===== src/rtl/axis_frame_arbiter_if.sv =====
// Bundles the per-port AXI-stream sources, the shared sink and the grant status.
// The master modport is the arbiter itself; slave is the surrounding environment.
interface axis_frame_arbiter_if #(
    parameter int PORTS      = 4,
    parameter int DATA_WIDTH = 8,
    parameter int IDX_WIDTH  = (PORTS > 1) ? $clog2(PORTS) : 1
);
    logic [PORTS*DATA_WIDTH-1:0] input_axis_tdata;
    logic [PORTS-1:0]            input_axis_tvalid;
    logic [PORTS-1:0]            input_axis_tready;
    logic [PORTS-1:0]            input_axis_tlast;
    logic [PORTS-1:0]            input_axis_tuser;
    logic [DATA_WIDTH-1:0]       output_axis_tdata;
    logic                        output_axis_tvalid;
    logic                        output_axis_tready;
    logic                        output_axis_tlast;
    logic                        output_axis_tuser;
    logic                        grant_valid;
    logic [IDX_WIDTH-1:0]        grant_index;

    modport master (
        input  input_axis_tdata, input_axis_tvalid, input_axis_tlast, input_axis_tuser,
        input  output_axis_tready,
        output input_axis_tready,
        output output_axis_tdata, output_axis_tvalid, output_axis_tlast, output_axis_tuser,
        output grant_valid, grant_index
    );

    modport slave (
        output input_axis_tdata, input_axis_tvalid, input_axis_tlast, input_axis_tuser,
        output output_axis_tready,
        input  input_axis_tready,
        input  output_axis_tdata, output_axis_tvalid, output_axis_tlast, output_axis_tuser,
        input  grant_valid, grant_index
    );
endinterface


===== src/rtl/axis_frame_arbiter.sv =====
// Frame-level round-robin arbiter sharing one AXI-stream sink among PORTS sources.
// A grant lasts a whole frame; the output is a registered stage backed by a skid register.
module axis_frame_arbiter #(
    parameter int PORTS      = 4,
    parameter int DATA_WIDTH = 8,
    parameter int IDX_WIDTH  = (PORTS > 1) ? $clog2(PORTS) : 1
) (
    input logic                   clk,
    input logic                   rst,
    axis_frame_arbiter_if.master  bus
);
    typedef enum logic {IDLE, GRANTED} state_t;

    state_t                state;
    logic [IDX_WIDTH-1:0]  grant_idx;
    logic [IDX_WIDTH-1:0]  last_grant;
    logic [IDX_WIDTH-1:0]  scan_idx;
    logic [IDX_WIDTH-1:0]  pick_idx;
    logic                  pick_found;
    logic                  in_ready;

    logic                  out_valid;
    logic [DATA_WIDTH-1:0] out_data;
    logic                  out_last;
    logic                  out_user;
    logic                  skid_valid;
    logic [DATA_WIDTH-1:0] skid_data;
    logic                  skid_last;
    logic                  skid_user;

    logic                  beat_valid;
    logic [DATA_WIDTH-1:0] beat_data;
    logic                  beat_last;
    logic                  beat_user;
    logic                  take;
    logic                  out_free;
    logic                  skid_next;

    // Scan downwards so the port closest after last_grant is the one left standing.
    always_comb begin
        pick_found = 1'b0;
        pick_idx   = '0;
        scan_idx   = '0;
        for (int k = PORTS; k >= 1; k--) begin
            scan_idx = IDX_WIDTH'((int'(last_grant) + k) % PORTS);
            if (bus.input_axis_tvalid[scan_idx]) begin
                pick_found = 1'b1;
                pick_idx   = scan_idx;
            end
        end
    end

    always_comb begin
        beat_valid = 1'b0;
        beat_data  = '0;
        beat_last  = 1'b0;
        beat_user  = 1'b0;
        bus.input_axis_tready = '0;
        for (int i = 0; i < PORTS; i++) begin
            if (grant_idx == IDX_WIDTH'(i)) begin
                beat_valid = bus.input_axis_tvalid[i];
                beat_data  = bus.input_axis_tdata[i*DATA_WIDTH +: DATA_WIDTH];
                beat_last  = bus.input_axis_tlast[i];
                beat_user  = bus.input_axis_tuser[i];
                bus.input_axis_tready[i] = (state == GRANTED) && in_ready;
            end
        end
    end

    assign take      = (state == GRANTED) && in_ready && beat_valid;
    assign out_free  = !out_valid || bus.output_axis_tready;
    assign skid_next = !out_free && (take || skid_valid);

    // Arbitration FSM and the two-stage output buffer share one register process.
    always_ff @(posedge clk) begin
        if (rst) begin
            state      <= IDLE;
            grant_idx  <= '0;
            last_grant <= IDX_WIDTH'(PORTS - 1);
            in_ready   <= 1'b1;
            out_valid  <= 1'b0;
            out_data   <= '0;
            out_last   <= 1'b0;
            out_user   <= 1'b0;
            skid_valid <= 1'b0;
            skid_data  <= '0;
            skid_last  <= 1'b0;
            skid_user  <= 1'b0;
        end else begin
            case (state)
                IDLE: begin
                    if (pick_found) begin
                        state     <= GRANTED;
                        grant_idx <= pick_idx;
                    end
                end
                GRANTED: begin
                    if (take && beat_last) begin
                        state      <= IDLE;
                        last_grant <= grant_idx;
                    end
                end
                default: state <= IDLE;
            endcase

            if (out_free) begin
                if (skid_valid) begin
                    out_valid  <= 1'b1;
                    out_data   <= skid_data;
                    out_last   <= skid_last;
                    out_user   <= skid_user;
                    skid_valid <= 1'b0;
                end else if (take) begin
                    out_valid <= 1'b1;
                    out_data  <= beat_data;
                    out_last  <= beat_last;
                    out_user  <= beat_user;
                end else begin
                    out_valid <= 1'b0;
                end
            end else if (take) begin
                skid_valid <= 1'b1;
                skid_data  <= beat_data;
                skid_last  <= beat_last;
                skid_user  <= beat_user;
            end

            in_ready <= !skid_next;
        end
    end

    assign bus.output_axis_tvalid = out_valid;
    assign bus.output_axis_tdata  = out_data;
    assign bus.output_axis_tlast  = out_last;
    assign bus.output_axis_tuser  = out_user;
    assign bus.grant_valid        = (state == GRANTED);
    assign bus.grant_index        = grant_idx;
endmodule


===== src/flat_wrapper.sv =====
// flat-port wrapper written by rule: the top's interface ports become plain ports
module axis_frame_arbiter_flat 
#(
    parameter int PORTS      = 4,
    parameter int DATA_WIDTH = 8,
    parameter int IDX_WIDTH  = (PORTS > 1) ? $clog2(PORTS) : 1
)
  (clk, rst, bus_input_axis_tdata, bus_input_axis_tvalid, bus_input_axis_tlast, bus_input_axis_tuser, bus_output_axis_tready, bus_input_axis_tready, bus_output_axis_tdata, bus_output_axis_tvalid, bus_output_axis_tlast, bus_output_axis_tuser, bus_grant_valid, bus_grant_index);
  axis_frame_arbiter_if #(.PORTS(PORTS), .DATA_WIDTH(DATA_WIDTH), .IDX_WIDTH(IDX_WIDTH)) bus_i ();
  input logic clk;
  input logic rst;
  input wire logic [$bits(bus_i.input_axis_tdata)-1:0] bus_input_axis_tdata;
  input wire logic [$bits(bus_i.input_axis_tvalid)-1:0] bus_input_axis_tvalid;
  input wire logic [$bits(bus_i.input_axis_tlast)-1:0] bus_input_axis_tlast;
  input wire logic [$bits(bus_i.input_axis_tuser)-1:0] bus_input_axis_tuser;
  input wire logic [$bits(bus_i.output_axis_tready)-1:0] bus_output_axis_tready;
  output wire logic [$bits(bus_i.input_axis_tready)-1:0] bus_input_axis_tready;
  output wire logic [$bits(bus_i.output_axis_tdata)-1:0] bus_output_axis_tdata;
  output wire logic [$bits(bus_i.output_axis_tvalid)-1:0] bus_output_axis_tvalid;
  output wire logic [$bits(bus_i.output_axis_tlast)-1:0] bus_output_axis_tlast;
  output wire logic [$bits(bus_i.output_axis_tuser)-1:0] bus_output_axis_tuser;
  output wire logic [$bits(bus_i.grant_valid)-1:0] bus_grant_valid;
  output wire logic [$bits(bus_i.grant_index)-1:0] bus_grant_index;
  assign bus_i.input_axis_tdata = bus_input_axis_tdata;
  assign bus_i.input_axis_tvalid = bus_input_axis_tvalid;
  assign bus_i.input_axis_tlast = bus_input_axis_tlast;
  assign bus_i.input_axis_tuser = bus_input_axis_tuser;
  assign bus_i.output_axis_tready = bus_output_axis_tready;
  assign bus_input_axis_tready = bus_i.input_axis_tready;
  assign bus_output_axis_tdata = bus_i.output_axis_tdata;
  assign bus_output_axis_tvalid = bus_i.output_axis_tvalid;
  assign bus_output_axis_tlast = bus_i.output_axis_tlast;
  assign bus_output_axis_tuser = bus_i.output_axis_tuser;
  assign bus_grant_valid = bus_i.grant_valid;
  assign bus_grant_index = bus_i.grant_index;
  axis_frame_arbiter #(.PORTS(PORTS), .DATA_WIDTH(DATA_WIDTH), .IDX_WIDTH(IDX_WIDTH)) u_core (.clk(clk), .rst(rst), .bus(bus_i));
endmodule

===== config.mk =====
export PLATFORM = sky130hd
export DESIGN_NAME = axis_frame_arbiter_flat
export DESIGN_NICKNAME = d
export VERILOG_FILES = /design/src/rtl/axis_frame_arbiter_if.sv /design/src/rtl/axis_frame_arbiter.sv /design/src/flat_wrapper.sv
export SDC_FILE = /design/constraint.sdc
export NUM_CORES = 1
export LEC_CHECK = 0
export BUFFER_PORTS_ARGS = -buffer_cell sky130_fd_sc_hd__buf_4
export CAP_MARGIN = 20
export CORE_ASPECT_RATIO = 0.5
export CORE_MARGIN = 1.5
export CORE_UTILIZATION = 42
export DETAILED_ROUTE_END_ITERATION = 7
export GPL_ROUTABILITY_DRIVEN = 1
export PLACE_DENSITY = 0.75
export SLEW_MARGIN = 20
export SYNTH_ARGS = -nofsm -noshare
export SYNTH_HDL_FRONTEND = slang
export SYNTH_SLANG_ARGS = --single-unit

===== constraint.sdc =====
create_clock -name clk -period 1.4 [get_ports clk]
set_input_delay 0.14 -clock clk [delete_from_list [all_inputs] [get_ports clk]]
set_output_delay 0.14 -clock clk [all_outputs]
set_load 0.01 [all_outputs]

==> summary.md, run 1 <==
| Metric | Value |
|---|---|
| Outcome | `complete, but fails checks` |
| Violated checks | `negative setup slack` |
| Via density per instance | `5.462` |
| Starting Density | `43.86%` |
| Layout cell share with drive strength beyond 1 | `51.79%` |
| Yosys reg bits | `28` |
| Die X | `a little under 90 um` |
| Antenna viol nets, final | `0` |
| Ys async rst share | `0%` |
| Global-route wire length before repair | `around 6400 um` |
| Drt drc | `0` |
| Vias in the first global route | `1404` |
| Final Cell Area | `0.002302 mm2` |
| Clock Latency Late Sink | `around 0.28 ns` |
| Post-synth EDFFs | `0` |
| Syn_area_per_cell | `10.53 um2` |
| Setup Viol. Count Final | `13` |
| Worst hold path class | `input pin to flop` |
| Count of final hold-check violations | `0` |
| Final period util | `102.5%` |
| CP max-delay cell | `mux4_2` |
| FP Rows | `15` |
| GR Overflow Total | `0` |
| Detailed-route wire length per cell | `15.20 um` |
| Cell breakdown of the critical path | `buf_6, mux4_2, mux2i_1, o2bb2ai_1` |
| CP Capture Type | `flop` |
| Yosys top cell area share | `a little under two fifths` |
| Crit-path leading delay family | `multiplexers` |
| CP arrival | `1.62 ns` |
| Worst slew pin tran | `0.2545 ns` |
| Worst setup margin | `-0.03566 ns` |
| GP Congestion | `0.7672` |
| CTS Hold Buffers Added | `0` |
| RSZ-0062 raised after global routing | `true` |
| Bufs and invs on worst path | `1` |
| All-Layer GR Usage | `21.28%` |
| WL final | `4181 um` |
| Clock Sink Count | `28` |
| Layout Nets | `272` |
| Max Cap Viol | `0` |
| Final Instance Count excl. Fillers | `275` |
| Clock buffer depth | `2` |
| Cell with the most instances after synthesis | `dfxtp_1` |
| Pre-CTS setup slack | `-0.1108 ns` |
| Initial antenna violation count | `0` |
| Synth top cells by count | `28 x dfxtp_1, 15 x o21ai_0, 13 x a21oi_1, 13 x nand3_1` |
| DPL Wire Length | `3063 um` |
| Root Driver | `clkbuf_8` |
| H-tree Lvls | `1` |
| Worst Path Required | `1.58 ns` |
| Placed cell area | `0.002160 mm2` |
| Mapped Nets | `between 150 and 200` |
| CTS buffer count | `3` |
| Slew HR | `82.88%` |
| Peak supply drop | `between 0.4 and 0.5 mV` |
| Area Overhead vs Synth | `52.82%` |
| Synth Flop Type | `dfxtp_1` |
| Achievable frequency | `696.5 MHz` |
| Kind of critical path | `flop to flop` |
| Reg clk slew, reported paths | `about 0.10 ns` |
| Post-synth top area cell | `dfxtp_1` |
| Vias after detailed routing | `1502` |
| TritonCTS clock tree | `built` |
| Sequential share of the synthesized area | `37.21%` |
| Setup crit start kind | `flop` |
| Slew Viols, Final | `0` |
| Die height | `roughly 45 um` |
| Synth warnings | `0` |
| Post-Syn Area | `~0.0015 mm2` |
| Library cells used by synthesis | `31` |
| Clock Skew | `0.002665 ns` |
| I/O pin count | `between 60 and 70` |
| First drt pass iteration count | `4` |
| Lkg Pwr | `0.9957 nW` |
| Max stage delay on crit path | `0.53 ns` |
| Final Power | `0.002118 W` |
| Core area | `0.003435 mm2` |
| Crit path max fanout | `6` |
| Initial drt markers | `65` |
| Dominant cells by area after synthesis | `dfxtp_1 37%, mux4_2 15%, mux2i_1 6.6%` |
| Tmin final | `1.436 ns` |
| Pwr/cell area | `between 900 and 1000 mW/mm2` |
| Setup TNS | `-0.1903 ns` |
| # diodes | `0` |
| Largest net degree at the start of global routing | `16` |
| Port buffer count | `64` |
| Cells after Synth | `143` |
| Placed insts | `roughly 270` |
| Die Area | `0.003977 mm2` |
## registers in the layout, indices dropped and copies added (netlist names)
name                           cells
u_core.bus.grant_index             2
u_core.bus.grant_valid             1
u_core.bus.output_axis_tdata       8
u_core.bus.output_axis_tlast       1
u_core.bus.output_axis_tuser       1
u_core.bus.output_axis_tvalid      1
u_core.in_ready                    1
u_core.last_grant                  2
u_core.skid_data                   8
u_core.skid_last                   1
u_core.skid_user                   1
u_core.skid_valid                  1
## what timing repair did
action                     in CTS  in global routing
pin swaps                       7                  3
cloned                          0                  0
buffers inserted                5                  0
setup endpoints to repair      27                 27
gates resized for setup        10                 11
## cells in the final DEF, fill, tap and decap left out, types with 2 or more instances in the layout
cell,count
buf_6,5
mux2i_4,2
a21oi_2,2
buf_12,3
o2bb2ai_1,10
o21ai_0,10
inv_2,2
nand3_1,10
nor2_1,6
inv_1,5
clkbuf_8,4
nand3_2,3
a21oi_1,11
mux2i_1,10
o21ai_1,6
nand2_1,2
nand2b_1,2
mux4_2,10
buf_4,77
dfxtp_1,26
## cells by family after synthesis
group	count (synthesis)	share of synthesized area [%]
compound gates	48	22.51
simple gates	30	9.885
flops	28	37.21
mux	22	24.59
buf+inv	15	5.813
## cell type report
class	instances	area (um2)
clock buffer	4	55.05
fill	280	1132
inverter	7	26.28
multi-input combinational	100	897.1
sequential	28	565.5
tap	51	63.81
timing repair buffer	85	694.4
## final timing paths
path	endpoint	start	slack (ns)	cells after the start
max	u_core.bus.output_axis_tdata[0]$_SDFFE_PP0P_	u_core.bus.grant_index[0]$_SDFFE_PP0P_	-0.04	4
min	u_core.skid_data[0]$_SDFFE_PP0P_	rst	0.16	2
max reg2reg	u_core.bus.output_axis_tdata[0]$_SDFFE_PP0P_	u_core.bus.grant_index[0]$_SDFFE_PP0P_	-0.04	4
min reg2reg	u_core.bus.output_axis_tdata[5]$_SDFFE_PP0P_	u_core.bus.output_axis_tdata[5]$_SDFFE_PP0P_	0.47	1
## stage by stage
step / hold WS (ns) / utilization, %
5_1_grt: 0.1656 / 67.03
3_3_place_gp: 0.4500 / 62.88
6_report: 0.1624 / 67.03
2_1_floorplan: 0.2062 / -
3_5_place_dp: 0.4510 / 62.88
4_1_cts: 0.1609 / 66.19
## report_power, final
group	leakage, nW	internal, W	switching, W
Combinational	0.738	0.000403	0.000305
Sequential	0.229	0.000849	0.0000419
Clock	0.0288	0.000253	0.000267
Total	0.996	0.00150	0.000614
## metal layers
layer  global-route usage, %  vias up  share of wire [%]
li1                        -      714                  -
met4                   8.254        0                1.6
met5                       0        -                  0
met1                   26.16      727                 43
met2                   38.15       51                 51
met3                   3.839       10                4.9
No activity file was read; power rests on OpenSTA's default activity.
==> run 2: changes to the inputs <==
--- a/config.mk
+++ b/config.mk
@@ -9,10 +9,10 @@
 export CAP_MARGIN = 20
 export CORE_ASPECT_RATIO = 0.5
 export CORE_MARGIN = 1.5
-export CORE_UTILIZATION = 42
+export CORE_UTILIZATION = 40
 export DETAILED_ROUTE_END_ITERATION = 7
 export GPL_ROUTABILITY_DRIVEN = 1
-export PLACE_DENSITY = 0.75
+export PLACE_DENSITY = 0.72
 export SLEW_MARGIN = 20
 export SYNTH_ARGS = -nofsm -noshare
 export SYNTH_HDL_FRONTEND = slang
==> run 2 against run 1 <==
Compared with the run above:
- the run still ends with negative setup slack left
- flip-flop and latch count did not move
- critical path depth up 1
- hold slack improved by 0.0023 ns
- utilization increased by 0.71 points
- global-route usage down 1.5 points
- first-iteration DRC count shrank 18%
- sequential power is 0.7% higher
- critical path type unchanged
==> summary.md, run 2 (synthesized netlist as in run 1, its figures left out) <==
| Metric | Value |
|---|---|
| Outcome | `complete, but fails checks` |
| Violated checks | `negative setup slack` |
| FP Rows | `15 (unchanged)` |
| Antenna viol nets, final | `0 (unchanged)` |
| Worst setup margin | `-0.06092 ns (-0.02526 ns)` |
| Via density per instance | `5.407 (-1.0%)` |
| Placed insts | `266 (unchanged)` |
| Pwr/cell area | `965.5 mW/mm2 (+4.9%)` |
| Die height | `46.40 um (+2.3%)` |
| Vias in the first global route | `1380 (-1.7%)` |
| Die Area | `0.004166 mm2 (+4.7%)` |
| I/O pin count | `65 (unchanged)` |
| Clock Latency Late Sink | `0.28 ns (about the same)` |
| FF-to-FF Start | `u_core.bus.grant_index[0]$_SDFFE_PP0P_` |
| Worst slew pin tran | `0.3400 ns (+0.08552 ns)` |
| Root Driver | `clkbuf_8` |
| Lkg Pwr | `1.014 nW (+1.8%)` |
| Bufs and invs on worst path | `1 (unchanged)` |
| Clock Sink Count | `28 (unchanged)` |
| Slew HR | `77.12% (-5.8 points)` |
| Clock buffer depth | `2 (unchanged)` |
| Crit-path leading delay family | `compound AO/OA/AOI/OAI gates` |
| Layout cell share with drive strength beyond 1 | `54.50% (+2.7 points)` |
| Worst Path Required | `1.61 ns (+0.03 ns)` |
| Fill cell count | `283 (+1.1%)` |
| Die X | `89.79 um (+2.4%)` |
| Initial drt markers | `53 (-18%)` |
| Global-route wire length before repair | `6348 um (-0.53%)` |
| Clock Skew | `0.009661 ns (+0.006995 ns)` |
| Detailed-route wire length per cell | `15.99 um (+5.2%)` |
| Core area | `0.003510 mm2 (+2.2%)` |
| Setup Viol. Count Final | `22 (+9)` |
| WL final | `4365 um (+4.4%)` |
| Setup TNS | `-0.7332 ns (-0.5429 ns)` |
| Kind of critical path | `flop to flop` |
| Tmin final | `1.461 ns (+0.02526 ns)` |
| H-tree Lvls | `1 (unchanged)` |
| Commonest non-fill, non-tap cell in the layout | `buf_4` |
| First drt pass iteration count | `4 (unchanged)` |
| DPL Wire Length | `3148 um (+2.8%)` |
| Final period util | `104.4% (+1.8 points)` |
| TritonCTS clock tree | `built` |
| Layout Nets | `270 (-0.74%)` |
| Peak supply drop | `0.5015 mV (+9.5%)` |
| All-Layer GR Usage | `19.74% (-1.5 points)` |
| FF/Latch Area | `565.5 um2 (unchanged)` |
| Reg clk slew, reported paths | `0.10 ns (about the same)` |
| # diodes | `0 (unchanged)` |
| Setup crit start | `u_core.bus.grant_index[0]$_SDFFE_PP0P_` |
| Port buffer count | `64 (unchanged)` |
| Vias after detailed routing | `1476 (-1.7%)` |
| Hold_sp | `rst` |
| CTS buffer count | `3 (unchanged)` |
| GP Congestion | `0.8416 (+9.7%)` |
| Worst hold path class | `input pin to flop` |
| Starting Density | `42.92% (-0.94 points)` |
| Setup crit start kind | `flop` |
| Slew Viols, Final | `0 (unchanged)` |
| Leading cell types in the layout, fill and taps excluded | `72 x buf_4, 26 x dfxtp_1, 13 x a21oi_1` |
| CP arrival | `1.68 ns (+0.06 ns)` |
| Cell breakdown of the critical path | `mux2i_4, o22a_2, clkbuf_16, o21ai_0, a21oi_1` |
| GR Overflow Total | `0 (unchanged)` |
| Count of final hold-check violations | `0 (unchanged)` |
| Max stage delay on crit path | `0.44 ns (-0.09 ns)` |
| Achievable frequency | `684.5 MHz (-1.7%)` |
| Largest net degree at the start of global routing | `17 (+1)` |
| Initial antenna violation count | `0 (unchanged)` |
| Max Cap Viol | `0 (unchanged)` |
| RSZ-0062 raised after global routing | `true` |
| Drt drc | `0 (unchanged)` |
| CP max-delay cell | `dfxtp_4` |
| Final Instance Count excl. Fillers | `273 (-0.73%)` |
| Crit path max fanout | `5 (-1)` |
| CTS Hold Buffers Added | `0 (unchanged)` |
| Area of the multi-input gates | `932.1 um2 (+3.9%)` |
| CP Capture Type | `flop` |
| Area Overhead vs Synth | `57.81%` |
[run 2: timing repair]
action | in CTS | in global routing
setup buffers | 2 | 0
pin swaps | 6 | 8
setup endpoints to repair | 29 | 27
gates resized for setup | 13 | 22
cloned | 0 | 1
[run 2: path summary, 6_finish.rpt]
kind              cells past startpoint  slack [ns]                                to
setup reg to reg                      5       -0.06  u_core.skid_data[5]$_SDFFE_PP0P_
setup / recovery                      5       -0.06  u_core.skid_data[5]$_SDFFE_PP0P_
hold / removal                        2        0.16  u_core.skid_data[1]$_SDFFE_PP0P_
hold reg to reg                       2        0.47     u_core.skid_user$_SDFFE_PP0P_
[run 2: final cells by class]
type / instances / share of cell area [%]
multi-input cells: 100 / 39.21
repair buffers: 83 / 30.00
flip-flops and latches: 28 / 23.79
well taps: 51 / 2.684
clock buffers: 3 / 1.737
inverters: 7 / 1.316
clock inverters: 1 / 1.263
[run 2: stage by stage]
step,cell area [um2],power (W),utilization (%),worst slack (ns),hold slack [ns]
after CTS,2292,0.002238,65.31,-0.03362,0.1582
after floorplan,1523,0.001257,-,-0.07280,0.2062
final,2377,0.002295,67.74,-0.06092,0.1647
after detailed placement,2172,0.001567,61.89,-0.1280,0.4496
after global routing,2377,0.002402,67.74,-0.1296,0.1567
after global placement,2172,0.001557,61.89,-0.08081,0.4459
[run 2: where the power goes]
part	internal [W]	switching, W
Clock	0.000383	0.000259
Combinational	0.000428	0.000329
Sequential	0.000849	0.0000476
[run 2: routing by layer]
metal  track usage, %  vias to the layer above  part of all wire, %
met4            4.444                        0                 0.87
li1                 -                      711                    -
met1            24.04                      724                   41
met5                0                        -                    0
met2            37.25                       37                   53
met3            4.455                        4                  4.4
